==> src/rtl/time_unit_counter_if.sv <==
// Control and display bundle for one time-field counter stage.
// The master side drives count/load requests and the slave side returns count, wrap and display state.
interface time_unit_counter_if #(
  parameter int WIDTH = 5
) ();
  logic             tick;
  logic             down;
  logic             load;
  logic [WIDTH-1:0] load_val;
  logic             mode_12h;
  logic [WIDTH-1:0] value;
  logic             carry;
  logic             borrow;
  logic             load_err;
  logic [3:0]       tens;
  logic [3:0]       ones;
  logic             pm;

  modport master (
    output tick, down, load, load_val, mode_12h,
    input  value, carry, borrow, load_err, tens, ones, pm
  );

  modport slave (
    input  tick, down, load, load_val, mode_12h,
    output value, carry, borrow, load_err, tens, ones, pm
  );
endinterface

==> src/rtl/time_unit_counter.sv <==
// Modulo-MODULUS up/down time-field counter with load, wrap pulses for cascading,
// and a registered BCD display that trails the count by one cycle.
module time_unit_counter #(
  parameter int MODULUS = 24,
  parameter int WIDTH   = 5,
  parameter int HAS_12H = 1
) (
  input logic               clk,
  input logic               reset,
  time_unit_counter_if.slave bus
);

  localparam logic [WIDTH:0]   MOD_X   = (WIDTH+1)'(MODULUS);
  localparam logic [WIDTH-1:0] TOP     = WIDTH'(MODULUS - 1);
  localparam bit               USE_12H = (HAS_12H != 0) && (MODULUS == 24);

  logic [WIDTH-1:0] value_p0;
  logic             carry_p0;
  logic             borrow_p0;
  logic             load_err_p0;
  logic [3:0]       tens_p1;
  logic [3:0]       ones_p1;
  logic             pm_p1;

  function automatic logic in_range(input logic [WIDTH-1:0] v);
    return {1'b0, v} < MOD_X;
  endfunction

  // Returns {pm, tens, ones}; in 12h presentation hour 0/12 reads as 12.
  function automatic logic [8:0] disp_f(input logic [WIDTH-1:0] v, input logic h12);
    int unsigned n;
    logic        p;
    n = 32'(v);
    p = 1'b0;
    if (h12) begin
      p = (n >= 12);
      if (p) n = n - 12;
      if (n == 0) n = 12;
    end
    return {p, 4'(n / 10), 4'(n % 10)};
  endfunction

  // Stage p0: count register and wrap/error pulses
  always_ff @(posedge clk) begin
    if (!reset) begin
      value_p0    <= '0;
      carry_p0    <= 1'b0;
      borrow_p0   <= 1'b0;
      load_err_p0 <= 1'b0;
    end else begin
      carry_p0    <= 1'b0;
      borrow_p0   <= 1'b0;
      load_err_p0 <= 1'b0;
      if (bus.load) begin
        if (in_range(bus.load_val)) begin
          value_p0 <= bus.load_val;
        end else begin
          load_err_p0 <= 1'b1;
          if (!in_range(value_p0)) value_p0 <= '0;
        end
      end else if (bus.tick) begin
        if (!bus.down) begin
          if (value_p0 == TOP) begin
            value_p0 <= '0;
            carry_p0 <= 1'b1;
          end else if (!in_range(value_p0)) begin
            value_p0 <= '0;
          end else begin
            value_p0 <= value_p0 + 1'b1;
          end
        end else begin
          if (value_p0 == '0) begin
            value_p0  <= TOP;
            borrow_p0 <= 1'b1;
          end else if (!in_range(value_p0)) begin
            value_p0 <= TOP;
          end else begin
            value_p0 <= value_p0 - 1'b1;
          end
        end
      end
    end
  end

  // Stage p1: display digits derived from the registered count
  always_ff @(posedge clk) begin
    if (!reset) begin
      tens_p1 <= 4'd0;
      ones_p1 <= 4'd0;
      pm_p1   <= 1'b0;
    end else begin
      {pm_p1, tens_p1, ones_p1} <= disp_f(value_p0, USE_12H && bus.mode_12h);
    end
  end

  assign bus.value    = value_p0;
  assign bus.carry    = carry_p0;
  assign bus.borrow   = borrow_p0;
  assign bus.load_err = load_err_p0;
  assign bus.tens     = tens_p1;
  assign bus.ones     = ones_p1;
  assign bus.pm       = pm_p1;

endmodule

==> src/flat_wrapper.sv <==
// flat-port wrapper written by rule: the top's interface ports become plain ports
module time_unit_counter_flat 
#(
  parameter int MODULUS = 24,
  parameter int WIDTH   = 5,
  parameter int HAS_12H = 1
)
  (clk, reset, bus_tick, bus_down, bus_load, bus_load_val, bus_mode_12h, bus_value, bus_carry, bus_borrow, bus_load_err, bus_tens, bus_ones, bus_pm);
  time_unit_counter_if #(.WIDTH(WIDTH)) bus_i ();
  input logic clk;
  input logic reset;
  input wire logic [$bits(bus_i.tick)-1:0] bus_tick;
  input wire logic [$bits(bus_i.down)-1:0] bus_down;
  input wire logic [$bits(bus_i.load)-1:0] bus_load;
  input wire logic [$bits(bus_i.load_val)-1:0] bus_load_val;
  input wire logic [$bits(bus_i.mode_12h)-1:0] bus_mode_12h;
  output wire logic [$bits(bus_i.value)-1:0] bus_value;
  output wire logic [$bits(bus_i.carry)-1:0] bus_carry;
  output wire logic [$bits(bus_i.borrow)-1:0] bus_borrow;
  output wire logic [$bits(bus_i.load_err)-1:0] bus_load_err;
  output wire logic [$bits(bus_i.tens)-1:0] bus_tens;
  output wire logic [$bits(bus_i.ones)-1:0] bus_ones;
  output wire logic [$bits(bus_i.pm)-1:0] bus_pm;
  assign bus_i.tick = bus_tick;
  assign bus_i.down = bus_down;
  assign bus_i.load = bus_load;
  assign bus_i.load_val = bus_load_val;
  assign bus_i.mode_12h = bus_mode_12h;
  assign bus_value = bus_i.value;
  assign bus_carry = bus_i.carry;
  assign bus_borrow = bus_i.borrow;
  assign bus_load_err = bus_i.load_err;
  assign bus_tens = bus_i.tens;
  assign bus_ones = bus_i.ones;
  assign bus_pm = bus_i.pm;
  time_unit_counter #(.MODULUS(MODULUS), .WIDTH(WIDTH), .HAS_12H(HAS_12H)) u_core (.clk(clk), .reset(reset), .bus(bus_i));
endmodule
==> config.mk <==
export PLATFORM = sky130hd
export DESIGN_NAME = time_unit_counter_flat
export DESIGN_NICKNAME = d
export VERILOG_FILES = /design/src/rtl/time_unit_counter_if.sv /design/src/rtl/time_unit_counter.sv /design/src/flat_wrapper.sv
export SDC_FILE = /design/constraint.sdc
export NUM_CORES = 1
export LEC_CHECK = 0
export BUFFER_PORTS_ARGS = -buffer_cell sky130_fd_sc_hd__buf_2
export CAP_MARGIN = 5
export CORE_MARGIN = 8
export CORE_UTILIZATION = 55
export DETAILED_ROUTE_END_ITERATION = 6
export PLACE_DENSITY_LB_ADDON = 0.3
export SYNTH_ARGS = -nofsm -noshare
export SYNTH_HDL_FRONTEND = slang
export SYNTH_SLANG_ARGS = --single-unit
==> constraint.sdc <==
create_clock -name clk -period 4.11 [get_ports clk]
set_clock_uncertainty 0.05 [all_clocks]
set_input_delay 0.411 -clock clk [delete_from_list [all_inputs] [get_ports clk]]
set_output_delay 0.411 -clock clk [all_outputs]
set_load 0.01 [all_outputs]
# == Word level (Yosys, flattened, before mapping) ==
# Index checks and enable logic that the tools add are counted.
# op_classes
addsub,3
div,2
n_lt_le_gt_ge,3
n_eq_ne,2
muxes,18
bitwise_logic,3
reduce_logical,8
# op_table
cell,count
32-bit 2-to-1 mux,6
5-bit 2-to-1 mux,9
"32-bit by 4-bit divider with 32-bit output, second input constant",1
32-bit zero test,1
"32-bit by 4-bit modulo with 32-bit output, second input constant",1
"5-bit less-than comparator, second input constant",2
4-bit OR reduction,2
2-bit AND reduction,3
"5-bit by 4-bit subtractor with 6-bit output, second input constant",1
"5-bit by 1-bit adder with 5-bit output, second input constant",1
"5-bit == test, second input constant",1
"5-bit by 4-bit >= comparator with 1-bit output, second input constant",1
5-bit zero test,1
"5-bit by 1-bit subtractor with 5-bit output, second input constant",1
1-bit 2-to-1 mux,3
"3-bit by 2-bit inequality test with 1-bit output, second input constant",1
1-bit inverter,3
2-bit nonzero test,1
# word_totals
regBits,17
inputBits,11
wordCells,46

# == Logic depth before layout (Yosys ltp) ==
# Gate-level depths: netlist (run 1).
# depth
depth_word,9
ltp_mapped,17
ltp_nobuf,15

# == Worst setup path after synthesis (run 1) ==
# Ideal clock, no wire load.
# synth_path
path_type,register -> register
startpoint,"reg u_core.value_p0[2], in the netlist u_core.bus.value[2]"
endpoint,"reg u_core.ones_p1[2], in the netlist u_core.bus.ones[2]"
arrival_time_ns,3.317
required_time_ns,3.943
slack_ns,0.625
stages_incl_launch_ff,15
n_path_buf,1
synth_period_minus_slack_ns,3.485
cell_sequence,dfxtp_1 -> ha_1 -> inv_1 -> ha_1 -> a21boi_1 -> or3b_1 -> buf_4 -> ha_1 -> nor2b_1 -> or2_1 -> and2_1 -> o31ai_1 -> ha_1 -> nor2b_1 -> a32o_1
# synth_between
elab_chain_cells,9
word_cells_on_any_way,10
# synth_lines
item,line_no,rtl
from (decl),time_unit_counter.sv:17,logic [WIDTH-1:0] value_p0;
from (signal assigned),time_unit_counter.sv:56,value_p0 <= bus.load_val;
from (signal assigned),time_unit_counter.sv:69,value_p0 <= value_p0 + 1'b1;
from (signal assigned),time_unit_counter.sv:78,value_p0 <= value_p0 - 1'b1;
5-bit by 4-bit subtractor with 6-bit output or 5-bit by 4-bit >= comparator with 1-bit output (tied branches),"time_unit_counter.sv:37, time_unit_counter.sv:36",
32-bit 2-to-1 mux,time_unit_counter.sv:37,if (p) n = n - 12;
32-bit 2-to-1 mux,time_unit_counter.sv:35,if (h12) begin
32-bit 2-to-1 mux,time_unit_counter.sv:87,if (!reset) begin
32-bit zero test,time_unit_counter.sv:38,if (n == 0) n = 12;
32-bit 2-to-1 mux,time_unit_counter.sv:38,
32-bit 2-to-1 mux *,time_unit_counter.sv:35,
32-bit 2-to-1 mux *,time_unit_counter.sv:87,
32-bit by 4-bit modulo with 32-bit output *,time_unit_counter.sv:40,"return {p, 4'(n / 10), 4'(n % 10)};"
to (signal assigned),time_unit_counter.sv:92,"{pm_p1, tens_p1, ones_p1} <= disp_f(value_p0, USE_12H && bus.mode_12h);"
to (decl),time_unit_counter.sv:22,logic [3:0] ones_p1;
# Every way passes the cells marked *; elsewhere a longest branch is shown, timed or not. The select of a mux whose other input is x is not followed.
# A chain may end at the register's enable or synchronous reset.

# == Worst setup path after layout (run 1) ==
# layout_path
startpoint,"reg u_core.value_p0[0], in the netlist u_core.bus.value[0]"
endpoint,"reg u_core.ones_p1[2], in the netlist u_core.bus.ones[2]"
# The elaborated chain is that of the path after synthesis.

==> results by group, run 1 <==
Floorplanning
  – Starting Density: 0.5660
  – Die height: around 70 µm
  – # rows: 19
  – Die Area: 4735 µm²
  – Core ar.: 2710 µm²
  – Die X: 68.81 µm
  – Ports: 28

Critical path
  – Reg2Reg Depth: 14
  – Critical Path Sink Type: flip-flop
  – Reg-to-Reg Start: u_core.bus.value[0]$_SDFFE_PN0P_
  – CP startpoint kind: flip-flop
  – CP arrival: 3.90 ns
  – CP Class: reg -> reg
  – Crit path max fanout: 8
  – R2r endpoint: u_core.bus.ones[2]$_SDFF_PN0_
  – WP data required: 4.33 ns
  – Reg-to-reg setup timing slack: about 0.42 ns

Timing
  – Least-Margin Pin Slew: 0.5319 ns
  – Slew Viols, Final: 0
  – Final setup TNS: 0 ns
  – RSZ-0062 raised after global routing: no
  – Period utilization: 0.8971
  – Highest clock rate: 271.2 MHz
  – Hold Fails Final Rpt: 0
  – Final Critical Period: 3.687 ns
  – Final setup viols: 0
  – Rel. slew slack: 0.6430
  – Fin Hold WS: 0.3508 ns

Synth
  – Cell variety after synth: 59
  – Post-Syn Area: 1534 µm²
  – Synth Instances: 201
  – Synth async-reset ratio: 0
  – Synthesis warning total: 0
  – Synth Register Bits: 17
  – Sequential share of the synthesized area: 0.2219
  – Top FF cell, synth: dfxtp_1
  – Post-synth EDFFs: 0
  – Syn Nets: ~220
  – Avg Cell Area, Syn: 7.632 µm²

Route
  – Drt initial violations: around 180
  – DR WL/cell: between 15 and 20 µm
  – Post-route antenna net violation count: 0
  – DRT Pass-1 Iters: 4
  – WL final: between 4 and 5 mm
  – Vias per inst: between 6 and 7
  – DRC viols: 0
  – Via count: 1674

Pwr
  – Overall Power: 0.5608 mW
  – Leakage power: 0.7925 nW
  – Sw power: ~0.23 mW
  – Int Pwr: 0.3271 mW
  – Worst IR Drop VDD: 0.0003428 V
  – Net Sw Frac: 0.4167
  – Pwr/cell area: between 300 and 400 nW/µm²
  – Combinational share of power: 0.486
  – Clock share of power: 0.180
  – Sequential power share: 0.334

Outcome
  – Outcome: finished, final reports clean

GRT
  – Vias in the first global route: 1565
  – Largest net degree at the start of global routing: 19
  – Gr ovfl total: 0
  – Gr usage total: 0.1914
  – Initial antenna violation count: 0
  – First-pass GRT wire length: 7.065 mm

Run
  – Total of max-cap violations: 0

Clocking
  – Clock Sinks: 17
  – Clock latency on the worst-skew pair: around 0.30 ns
  – CTS root buf: clkbuf_4
  – Post-cts sizing count: 0
  – CTS Buf Count: 3
  – Hold Buf Count CTS: 0
  – Max H-tree Level: 1
  – Postcts setup bufs: 0
  – Clk slew on worst S/H paths: approximately 0.12 ns
  – Clock Path Buffers: 2
  – TritonCTS clock tree: done

Hold path
  – Hold path depth: 3
  – Endpoint, Worst Hold: u_core.bus.carry$_SDFF_PP0_
  – Hold Crit Class: in -> reg
  – Hold_sp: bus_tick

Finish
  – Area Growth Syn to Fin: 13.13%
  – NumNets Final: 249
  – Layout cell share with drive strength beyond 1: 0.2026
  – Most frequent cells in the layout: 27 x buf_2, 20 x nand2_1, 18 x nor2_1, 17 x dfxtp_1, 14 x a21oi_1
  – Commonest non-fill, non-tap cell in the layout: buf_2
  – ANT cells: 0

Placed design
  – I/O Buffers: 27
  – Gpl congestion: 0.8690
  – HPWL after detailed placement: 3.139 mm
==> worst max-delay path by stage <==
stage                                startpoint                             to  slack [ns]  cells after the start
2_1_floorplan  u_core.bus.value[2]$_SDFFE_PN0P_  u_core.bus.ones[2]$_SDFF_PN0_        0.63                     14
3_3_place_gp   u_core.bus.value[2]$_SDFFE_PN0P_  u_core.bus.ones[2]$_SDFF_PN0_        0.65                     13
3_5_place_dp   u_core.bus.value[0]$_SDFFE_PN0P_  u_core.bus.ones[2]$_SDFF_PN0_        0.50                     14
4_1_cts        u_core.bus.value[0]$_SDFFE_PN0P_  u_core.bus.ones[2]$_SDFF_PN0_        0.49                     14
5_1_grt        u_core.bus.value[0]$_SDFFE_PN0P_  u_core.bus.ones[2]$_SDFF_PN0_        0.22                     14
6_report       u_core.bus.value[0]$_SDFFE_PN0P_  u_core.bus.ones[2]$_SDFF_PN0_        0.42                     14
==> final cells by class <==
class / count / area, µm²
clock buffer: 3 / 22.52
clock inverter: 1 / 7.507
tap: 31 / 38.79
timing repair buffer: 34 / 187.7
multi-input combinational: 165 / 1112
inverter: 7 / 26.28
sequential: 17 / 340.3
fill: 252 / 974.7
==> power by group through the flow <==
stage	logic (mW)	registers (mW)	clock network (mW)
2_1_floorplan	0.189	0.200	0
3_3_place_gp	0.256	0.190	0
3_5_place_dp	0.266	0.191	0
4_1_cts	0.269	0.187	0.104
5_1_grt	0.303	0.189	0.110
6_report	0.273	0.187	0.101
==> kinds of logic after synthesis <==
group	synth area share
AOI/OAI and AO/OA	0.3279
muxes	0.008970
and+or+nand+nor	0.2928
xor gates and xnor gates	0.01142
adders and majority gates	0.08157
DFF	0.2219
other	0.002445
buffers and inverters	0.05302
==> state kept, by name (all words and copies together), names as in the netlist <==
name,count
u_core.bus.value,5
u_core.bus.ones,4
u_core.bus.tens,4
u_core.bus.borrow,1
u_core.bus.carry,1
u_core.bus.load_err,1
u_core.bus.pm,1
==> worst max-delay path, cell delays in order (launching register included) <==
cell and delay (ns):
dfxtp_1 0.50, inv_1 0.11, ha_1 0.29, a21boi_1 0.26
or3b_1 0.33, ha_1 0.32, o2111a_1 0.29, nor3_1 0.22
buf_4 0.21, nor2_1 0.07, a311o_1 0.33, o31ai_1 0.08
ha_1 0.28, nor2b_1 0.12, a32o_1 0.17
==> synthesized netlist by cell type, types with 5 or more instances <==
cell,number,area (µm²)
a21o_1,5,37.54
a21oi_1,14,70.07
buf_2,5,25.02
clkbuf_1,5,18.77
dfxtp_1,17,340.3
ha_1,10,125.1
inv_1,7,26.28
nand2_1,20,75.07
nand3_1,5,25.02
nor2_1,18,67.56
nor2b_1,6,37.54
nor3_1,8,40.04
o21ai_0,6,30.03
==> per-stage QoR <==
stage	std cells	util	area, µm²	setup slack (ns)
2_1_floorplan	201	-	1534	0.6253
3_3_place_gp	254	0.6293	1705	0.6484
3_5_place_dp	254	0.6293	1705	0.5045
4_1_cts	258	0.6404	1735	0.4907
5_1_grt	258	0.6404	1735	0.2182
6_report	258	0.6404	1735	0.4229
==> metal layers <==
layer / vias up / global-route usage / share of wire
li1: 798 / - / -
met1: 782 / 0.2211 / 0.41
met2: 79 / 0.3217 / 0.50
met3: 15 / 0.05170 / 0.072
met4: 0 / 0.09023 / 0.026
met5: - / 0 / 0
Note: power is estimated with default switching activity, not from simulation.
==> run 2, diff against run 1 <==
--- a/config.mk
+++ b/config.mk
@@ -7,7 +7,7 @@
 export LEC_CHECK = 0
 export BUFFER_PORTS_ARGS = -buffer_cell sky130_fd_sc_hd__buf_2
 export CAP_MARGIN = 5
-export CORE_MARGIN = 8
+export CORE_MARGIN = 4
 export CORE_UTILIZATION = 55
 export DETAILED_ROUTE_END_ITERATION = 6
 export PLACE_DENSITY_LB_ADDON = 0.3
==> results by group, run 2 (synthesis results as in run 1) <==
Outcome
  – Outcome: finished, final reports clean

Finish
  – Core Util, Final: 0.6667 (+0.02632)
  – ANT cells: 0 (unchanged)
  – Largest register FFs: 5 (unchanged)
  – Area Growth Syn to Fin: 11.58%
  – NumNets Final: 246 (-1.2%)
  – Commonest non-fill, non-tap cell in the layout: buf_2
  – Most frequent cells in the layout: 27 x buf_2, 20 x nand2_1, 18 x nor2_1, 17 x dfxtp_1, 14 x a21oi_1
  – Layout cell share with drive strength beyond 1: 0.1920 (-0.01068)
  – Final instance area: 1712 µm² (-1.4%)

Timing
  – Final Critical Period: 3.844 ns (+0.1566 ns)
  – Least-Margin Pin Slew: 0.5618 ns (+0.02992 ns)
  – Slew Viols, Final: 0 (unchanged)
  – Period utilization: 0.9352 (+0.03810)
  – Final setup TNS: 0 ns (unchanged)
  – RSZ-0062 raised after global routing: no
  – Final setup viols: 0 (unchanged)
  – Rel. slew slack: 0.6230 (-0.02008)
  – Final setup margin: 0.2663 ns (-0.1566 ns)
  – Hold Fails Final Rpt: 0 (unchanged)
  – Highest clock rate: 260.2 MHz (-4.1%)

Floorplanning
  – Core ar.: 2567 µm² (-5.3%)
  – Die X: 60.81 µm (-12%)
  – Die height: 60.81 µm (-12%)
  – Starting Density: 0.5975 (+0.03145)
  – # rows: 18 (-1)
  – Die Area: 3698 µm² (-22%)
  – Ports: 28 (unchanged)

Clocking
  – Clk slew on worst S/H paths: 0.12 ns (about the same)
  – Max H-tree Level: 1 (unchanged)
  – TritonCTS clock tree: done
  – Postcts setup bufs: 0 (unchanged)
  – Post-cts sizing count: 0 (unchanged)
  – CTS Buf Count: 3 (unchanged)
  – Hold Buf Count CTS: 0 (unchanged)
  – CTS root buf: clkbuf_4
  – Clock latency on the worst-skew pair: 0.31 ns (about the same)
  – Clock Path Buffers: 2 (unchanged)
  – Clock Sinks: 17 (unchanged)

Route
  – DRC viols: 0 (unchanged)
  – Via count: 1603 (-4.2%)
  – WL final: 3.884 mm (-8.0%)
  – Vias per inst: 6.311 (-2.7%)
  – DRT Pass-1 Iters: 4 (unchanged)
  – Drt initial violations: 74 (-60%)
  – DR WL/cell: 15.29 µm (-6.5%)
  – Post-route antenna net violation count: 0 (unchanged)

Placed design
  – Pre-CTS WS: 0.3180 ns (-0.1865 ns)
  – HPWL after detailed placement: 2.924 mm (-6.9%)
  – Area of placed instances: 1682 µm² (-1.4%)
  – Gpl congestion: 0.8806 (+1.3%)
  – I/O Buffers: 27 (unchanged)

Critical path
  – Critical Path Sink Type: flip-flop
  – Crit path max fanout: 12 (+4)
  – CP Class: reg -> reg
  – CP startpoint kind: flip-flop
  – WP data required: 4.28 ns (-0.05 ns)
  – CP arrival: 4.01 ns (+0.11 ns)

GRT
  – Initial antenna violation count: 0 (unchanged)
  – Largest net degree at the start of global routing: 19 (unchanged)
  – Vias in the first global route: 1549 (-1.0%)
  – First-pass GRT wire length: 6.486 mm (-8.2%)
  – Gr ovfl total: 0 (unchanged)
  – Gr usage total: 0.2279 (+0.03651)

Pwr
  – Leakage power: 0.7766 nW (-2.0%)
  – Worst IR Drop VDD: 0.0003076 V (-10%)
  – Pwr/cell area: 321.6 nW/µm² (-0.50%)

Hold path
  – Hold Crit Class: in -> reg

Run
  – Total of max-cap violations: 0 (unchanged)
-- run 2: cell count changes in the layout (fill, tap and decap cells not counted), sizes merged --
| cell | change |
|---|---|
| buf | -3 |
-- run 2: final cells by class --
type	count	area, µm²
multi-input cells	165	1112
fillers	218	855.8
flip-flops and latches	17	340.3
repair buffers	31	165.2
well taps	30	37.54
inverters	7	26.28
clock buffers	3	22.52
clock inverters	1	7.507
-- run 2: where the power goes --
group          leakage, nW  switching [mW]  internal, mW
logic                0.624           0.152         0.107
clock network       0.0139          0.0634        0.0372
registers            0.139          0.0107         0.179
-- run 2: worst max-delay path, cell delays in order, from the launching register on --
cell,delay [ns]
dfxtp_1,0.59
inv_1,0.16
ha_1,0.28
a21boi_1,0.17
or3b_1,0.54
ha_1,0.39
nor2b_1,0.46
or2_1,0.27
and2_1,0.18
o31ai_1,0.08
ha_1,0.30
nor2b_1,0.04
a32o_1,0.25
-- run 2: metal layers --
metal,track usage,vias to the layer above,share of wire
li1,-,792,-
met1,0.2689,727,0.41
met2,0.3893,70,0.49
met3,0.05745,14,0.071
met4,0.09907,0,0.026
met5,0,-,0
-- run 2: per-stage QoR --
step / hold WS, ns / cells / total power [mW]
5_1_grt: 0.3543 / 254 / 0.5887
6_report: 0.3520 / 254 / 0.5504
4_1_cts: 0.3480 / 254 / 0.5481
3_5_place_dp: 0.5543 / 250 / 0.4498
3_3_place_gp: 0.5527 / 250 / 0.4415
2_1_floorplan: 0.5281 / 201 / 0.3888
-- run 2: path summary, 6_finish.rpt --
| check | start | to | slack (ns) | cells past startpoint |
|---|---|---|---|---|
| min | bus_tick | u_core.bus.borrow$_SDFF_PP0_ | 0.35 | 3 |
| max reg2reg | u_core.bus.value[4]$_SDFFE_PN0P_ | u_core.bus.ones[2]$_SDFF_PN0_ | 0.27 | 12 |
| min reg2reg | u_core.bus.value[0]$_SDFFE_PN0P_ | u_core.bus.ones[0]$_SDFF_PN0_ | 0.56 | 1 |
| max | u_core.bus.value[4]$_SDFFE_PN0P_ | u_core.bus.ones[2]$_SDFF_PN0_ | 0.27 | 12 |
